File: src/rtl/dram_ctrl_pkg.sv
// dram_ctrl_pkg: access-size codes, controller FSM states and the size-to-beat-count helper
package dram_ctrl_pkg;
  localparam logic [1:0] SIZE_B = 2'b00;
  localparam logic [1:0] SIZE_H = 2'b01;
  localparam logic [1:0] SIZE_W = 2'b10;
  typedef enum logic [1:0] {S_IDLE, S_ACCESS, S_RESP} state_t;
  function automatic logic [2:0] size_to_beats(input logic [1:0] size);
    return size == SIZE_H ? 3'd2 : size == SIZE_W ? 3'd4 : 3'd1;
  endfunction
endpackage

File: src/rtl/dram_ctrl_arbiter.sv
// dram_ctrl_arbiter: 2-way round-robin (in: i_valid, d_valid, accept; out: gnt_i, gnt_d), ties go to the port not granted last
module dram_ctrl_arbiter (
  input  logic clk,
  input  logic rst_n,
  input  logic i_valid,
  input  logic d_valid,
  input  logic accept,
  output logic gnt_i,
  output logic gnt_d
);
  logic last_d_q, last_d_d;
  always_comb begin
    gnt_d = d_valid & (~i_valid | ~last_d_q);
    gnt_i = i_valid & ~gnt_d;
    last_d_d = accept ? gnt_d : last_d_q;
  end
  always_ff @(posedge clk or negedge rst_n)
    if (!rst_n) last_d_q <= 1'b0;
    else last_d_q <= last_d_d;
endmodule

File: src/rtl/dram_ctrl.sv
// dram_ctrl: fetch (i_*) and data (d_*) request ports sequenced into little-endian byte beats on the DRAM bus (mem_*), 32-bit responses
module dram_ctrl import dram_ctrl_pkg::*; #(
  parameter int ADDR_WIDTH = 32
) (
  input  logic                  clk,
  input  logic                  rst_n,
  input  logic                  i_req_valid,
  output logic                  i_req_ready,
  input  logic [ADDR_WIDTH-1:0] i_addr,
  output logic                  i_rsp_valid,
  output logic [31:0]           i_rdata,
  output logic                  i_err,
  input  logic                  d_req_valid,
  output logic                  d_req_ready,
  input  logic                  d_we,
  input  logic [1:0]            d_size,
  input  logic [ADDR_WIDTH-1:0] d_addr,
  input  logic [31:0]           d_wdata,
  output logic                  d_rsp_valid,
  output logic [31:0]           d_rdata,
  output logic                  d_err,
  output logic [ADDR_WIDTH-1:0] mem_addr,
  output logic [7:0]            mem_wdata,
  output logic                  mem_we,
  input  logic [7:0]            mem_rdata
);
  state_t state_q, state_d;
  logic [1:0] cnt_q, cnt_d;
  logic [2:0] beats_q, beats_d;
  logic port_q, port_d, we_q, we_d, err_q, err_d;
  logic [ADDR_WIDTH-1:0] base_q, base_d;
  logic [31:0] wdata_q, wdata_d, rdata_q, rdata_d;
  logic gnt_i, gnt_d, accept, access, resp, last_beat, bad;
  logic [1:0] size;
  logic [ADDR_WIDTH-1:0] addr;
  dram_ctrl_arbiter u_arb (
    .clk(clk), .rst_n(rst_n), .i_valid(i_req_valid), .d_valid(d_req_valid),
    .accept(accept), .gnt_i(gnt_i), .gnt_d(gnt_d)
  );
  always_comb begin
    access = state_q == S_ACCESS;
    resp = state_q == S_RESP;
    i_req_ready = (state_q == S_IDLE) & gnt_i;
    d_req_ready = (state_q == S_IDLE) & gnt_d;
    accept = i_req_ready | d_req_ready;
    size = gnt_d ? d_size : SIZE_W;
    addr = gnt_d ? d_addr : i_addr;
    bad = (size == 2'b11) | ((size == SIZE_H) & addr[0]) | ((size == SIZE_W) & (addr[1:0] != 2'b00));
    last_beat = ({1'b0, cnt_q} + 3'd1) == beats_q;
    state_d = state_q;
    cnt_d = cnt_q;
    beats_d = beats_q;
    port_d = port_q;
    we_d = we_q;
    err_d = err_q;
    base_d = base_q;
    wdata_d = wdata_q;
    rdata_d = rdata_q;
    if (accept) begin
      port_d = gnt_d;
      base_d = addr;
      we_d = gnt_d & d_we;
      beats_d = size_to_beats(size);
      wdata_d = d_wdata;
      rdata_d = '0;
      err_d = bad;
      cnt_d = '0;
      state_d = bad ? S_RESP : S_ACCESS;
    end else if (access) begin
      if (!we_q) rdata_d[{cnt_q, 3'b000} +: 8] = mem_rdata;
      cnt_d = cnt_q + 2'd1;
      state_d = last_beat ? S_RESP : S_ACCESS;
    end else if (resp) state_d = S_IDLE;
    mem_we = access & we_q;
    mem_addr = access ? base_q + ADDR_WIDTH'(cnt_q) : '0;
    mem_wdata = mem_we ? wdata_q[{cnt_q, 3'b000} +: 8] : 8'h00;
    i_rsp_valid = resp & ~port_q;
    d_rsp_valid = resp & port_q;
    i_rdata = i_rsp_valid ? rdata_q : '0;
    d_rdata = d_rsp_valid ? rdata_q : '0;
    i_err = i_rsp_valid & err_q;
    d_err = d_rsp_valid & err_q;
  end
  always_ff @(posedge clk or negedge rst_n)
    if (!rst_n) begin
      state_q <= S_IDLE;
      cnt_q <= '0;
      beats_q <= '0;
      port_q <= 1'b0;
      we_q <= 1'b0;
      err_q <= 1'b0;
      base_q <= '0;
      wdata_q <= '0;
      rdata_q <= '0;
    end else begin
      state_q <= state_d;
      cnt_q <= cnt_d;
      beats_q <= beats_d;
      port_q <= port_d;
      we_q <= we_d;
      err_q <= err_d;
      base_q <= base_d;
      wdata_q <= wdata_d;
      rdata_q <= rdata_d;
    end
endmodule
File: config.mk
export PLATFORM = sky130hd
export DESIGN_NAME = dram_ctrl
export DESIGN_NICKNAME = d
export VERILOG_FILES = /design/src/rtl/dram_ctrl_pkg.sv /design/src/rtl/dram_ctrl_arbiter.sv /design/src/rtl/dram_ctrl.sv
export SDC_FILE = /design/constraint.sdc
export NUM_CORES = 1
export LEC_CHECK = 0
export ABC_AREA = 1
export CAP_MARGIN = 20
export CELL_PAD_IN_SITES_DETAIL_PLACEMENT = 0
export CELL_PAD_IN_SITES_GLOBAL_PLACEMENT = 1
export CORE_UTILIZATION = 40
export CTS_CLUSTER_SIZE = 8
export DETAILED_ROUTE_END_ITERATION = 7
export DONT_BUFFER_PORTS = 1
export HOLD_SLACK_MARGIN = 0.1
export PLACE_DENSITY = 0.82
export SYNTH_ARGS = -nofsm -noshare
export SYNTH_HDL_FRONTEND = slang
export SYNTH_HIERARCHICAL = 1
export SYNTH_SLANG_ARGS = --single-unit
File: constraint.sdc
create_clock -name clk -period 5.95 [get_ports clk]
set_input_delay 1.19 -clock clk [delete_from_list [all_inputs] [get_ports clk]]
set_output_delay 1.19 -clock clk [all_outputs]
set_load 0.1 [all_outputs]
==> run summary <==
Hold Path End: wdata_q[29]$_DFFE_PN0N_
Clock Path Buffers: 2
Compound-Gate Fraction of Synth Area: 0.116
number of buffers created by CTS: 9
I/O pins: 222
Synth Flop Type: dfrtp_1
area grow syn2layout: 19.3%
Crit-path slowest cell: nor2_2
CP most frequent cell: nor2_2
DR iter-0 viols: 316
CTS tree: built
Final HPWL DP: 13400 um
min-delay worst type: reg2reg
clock slew at reported path FFs: 80 ps
root buf cell: clkbuf_16
pwr/cell area: 179 nW/um2
slack of the critical path: 1630 ps
fin crit share: 0.726
Adder-Cell Fraction of Synth Area: 0.0240
max_cap viols: 0
drc violations: 0
nets: 1129
Worst path top cell family by delay: simple AND/OR/NAND/NOR gates
Crit path depth: 9
Starting Density: 0.412
post-synthesis mux area share: 0
Final Hold Vio Count: 0
Antenna Cells: 0
Worst Setup End Kind: output pin
synthesized area: 6570 um2
Critical Path AT: 3130 ps
H-tree depth: 3
reg2reg end: rdata_q[23]$_DFFE_PN0P_
pre-CTS WS: 1870 ps
Die Ht: 130 um
Final Instance Count excl. Fillers: 1227
Async SR Flop Fraction: 1.00
minimum clock period: 4320 ps
Synth Area in XOR/XNOR: 0.00934
Synth Area in Simple Gates: 0.356
Post CTS Setup Buffer Count: 0
crit start category: flop
reg2reg path depth: 6
Cells after DPL: 1211
commonest non-fill, non-tap cells in the layout: nand2_1, nor2_1, dfrtp_1
number of synthesized flops with an enable pin: 0
Site Rows: 46
pin count of the biggest net entering global routing: 108
total negative slack: 0 ps
first-pass GRT wire length: 28300 um
Syn Area/Cell: 6.71 um2
reg-to-reg critical path startpoint: u_arb/last_d_q$_DFFE_PN0P_
post-CTS sizing: 0
hold_buf cts: 0
cells after synthesis: 979
core area: 15900 um2
CP required: 4760 ps
layout cells sized above 1: 0.200
highest clock rate: 231 MHz
sequential element share of the synthesized area: 0.408
Worst-Skew Late Latency: 360 ps
Hold Crit Depth: 2
crit-path max FO: 30
worst slew pin tran: 1190 ps
worst clock skew: 5.83 ps
unrepaired setup endpoints after global routing: no
YS warnings: 6
CP max stage delay: 840 ps
Critical Path, Cell by Cell: buf_4 -> ha_1 -> fa_1 -> nand2_1 -> nor2_2 -> nand2_2 -> nor2_2 -> a21oi_1 -> nor2_2
syn_nets: 1102
Setup Viol. Count Final: 0
DIE WIDTH: 130 um
Crit Path Category: reg2out
initial antenna violation count: 0
buffers plus inverters on the worst setup path: 1
via count: 6037
Lkg Pwr: 3.41 nW
Yosys cell types: 36
maximum vdd drop: 138 uV
GRT Total Usage: 0.218
most common cell after layout, fill and taps aside: nand2_1
Port Buffers: 0
Synth Register Bits: 107
Post-Route WL: 18400 um
final core utilization: 0.492
routed length per placed instance: 15.0 um
CTS Sinks: 107
gr ovfl total: 0
ANT nets after route: 0
Vias per Instance: 4.92
status: finished, final reports clean
Hold Crit Start: wdata_q[29]$_DFFE_PN0N_
final RePlAce weighted congestion: 0.807
slew margin rel.: 0.207
Fin Hold WS: 482 ps
die area: 16900 um2
Pre-antenna DRT Iters: 5
final number of max-transition violations: 0
largest family of logic cells by synthesized area: simple AND/OR/NAND/NOR gates
number of global-route vias before repair: 5323
reg2reg setup slack: 2710 ps
-- worst min-delay path, cell delays in order (launching register included) --
cell	delay (ps)
dfrtp_1	340
nand2_1	60
nand2_1	50
-- where the power goes --
| part | switching, mW | internal (mW) | leakage (nW) |
|---|---|---|---|
| Combinational | 0.0262 | 0.0120 | 1.82 |
| Sequential | 0.000884 | 0.729 | 1.44 |
| Clock | 0.298 | 0.334 | 0.150 |
| Total | 0.325 | 1.08 | 3.41 |
-- cells in the mapped netlist (2+ instances only) --
library cell | number | area, um2
nor2_1 | 237 | 890
buf_4 | 2 | 15.0
xnor2_1 | 3 | 26.3
a21oi_1 | 22 | 110
o31ai_1 | 30 | 225
dfrtp_1 | 107 | 2680
clkbuf_1 | 12 | 45.0
xor2_1 | 4 | 35.0
buf_6 | 4 | 45.0
o22ai_1 | 2 | 12.5
inv_2 | 2 | 7.51
o21ai_2 | 3 | 26.3
ha_1 | 11 | 138
nor3_1 | 6 | 30.0
nand2_2 | 2 | 12.5
o21ai_0 | 58 | 290
inv_1 | 88 | 330
nand4_1 | 3 | 18.8
nand3_1 | 35 | 175
buf_2 | 20 | 100
nor2_2 | 3 | 18.8
nor3b_1 | 6 | 45.0
buf_1 | 6 | 22.5
nand2_1 | 299 | 1120
o21ai_4 | 2 | 32.5
o21ai_1 | 2 | 10.0
-- layout make-up --
type | instances | area (um2)
multi-input combinational | 737 | 3630
timing repair buffer | 60 | 613
inverter | 91 | 342
tap | 216 | 270
sequential | 107 | 2680
fill | 1639 | 8110
clock buffer | 9 | 225
clock inverter | 7 | 82.6
-- how the worst max path moves through the flow --
stage,start,endpoint
after detailed placement,i_req_valid,d_req_ready
after CTS,cnt_q[0]$_DFFE_PN0N_,mem_addr[18]
after global placement,i_req_valid,d_req_ready
final,cnt_q[0]$_DFFE_PN0N_,mem_addr[18]
after global routing,cnt_q[0]$_DFFE_PN0N_,mem_addr[18]
after floorplan,state_q[1]$_DFFE_PN0P_,mem_wdata[0]
-- metal layers --
layer,share of wire,up-vias,global-route usage
li1,-,3105,-
met1,0.48,2738,0.310
met2,0.45,181,0.338
met3,0.067,13,0.0459
met4,0.010,0,0.0520
met5,0,-,0
-- sequential cells by signal (all words and copies together), names as in the netlist --
register,count
cnt_q,2
we_q,1
wdata_q,32
rdata_q,32
u_arb/last_d_q,1
base_q,32
err_q,1
beats_q,3
port_q,1
state_q,2
-- per-stage QoR --
stage	area (um2)	power, mW
after global routing	7840	1.46
after CTS	7840	1.43
after floorplan	6570	0.774
final	7840	1.40
after detailed placement	7530	0.784
after global placement	7320	0.783
-- cell families after synthesis --
kind of cell | Yosys count
buf+inv | 135
xor+xnor | 7
simple gates | 594
compound gates | 124
fa+ha+maj | 12
flops | 107
Note: power is estimated with default switching activity, not from simulation.
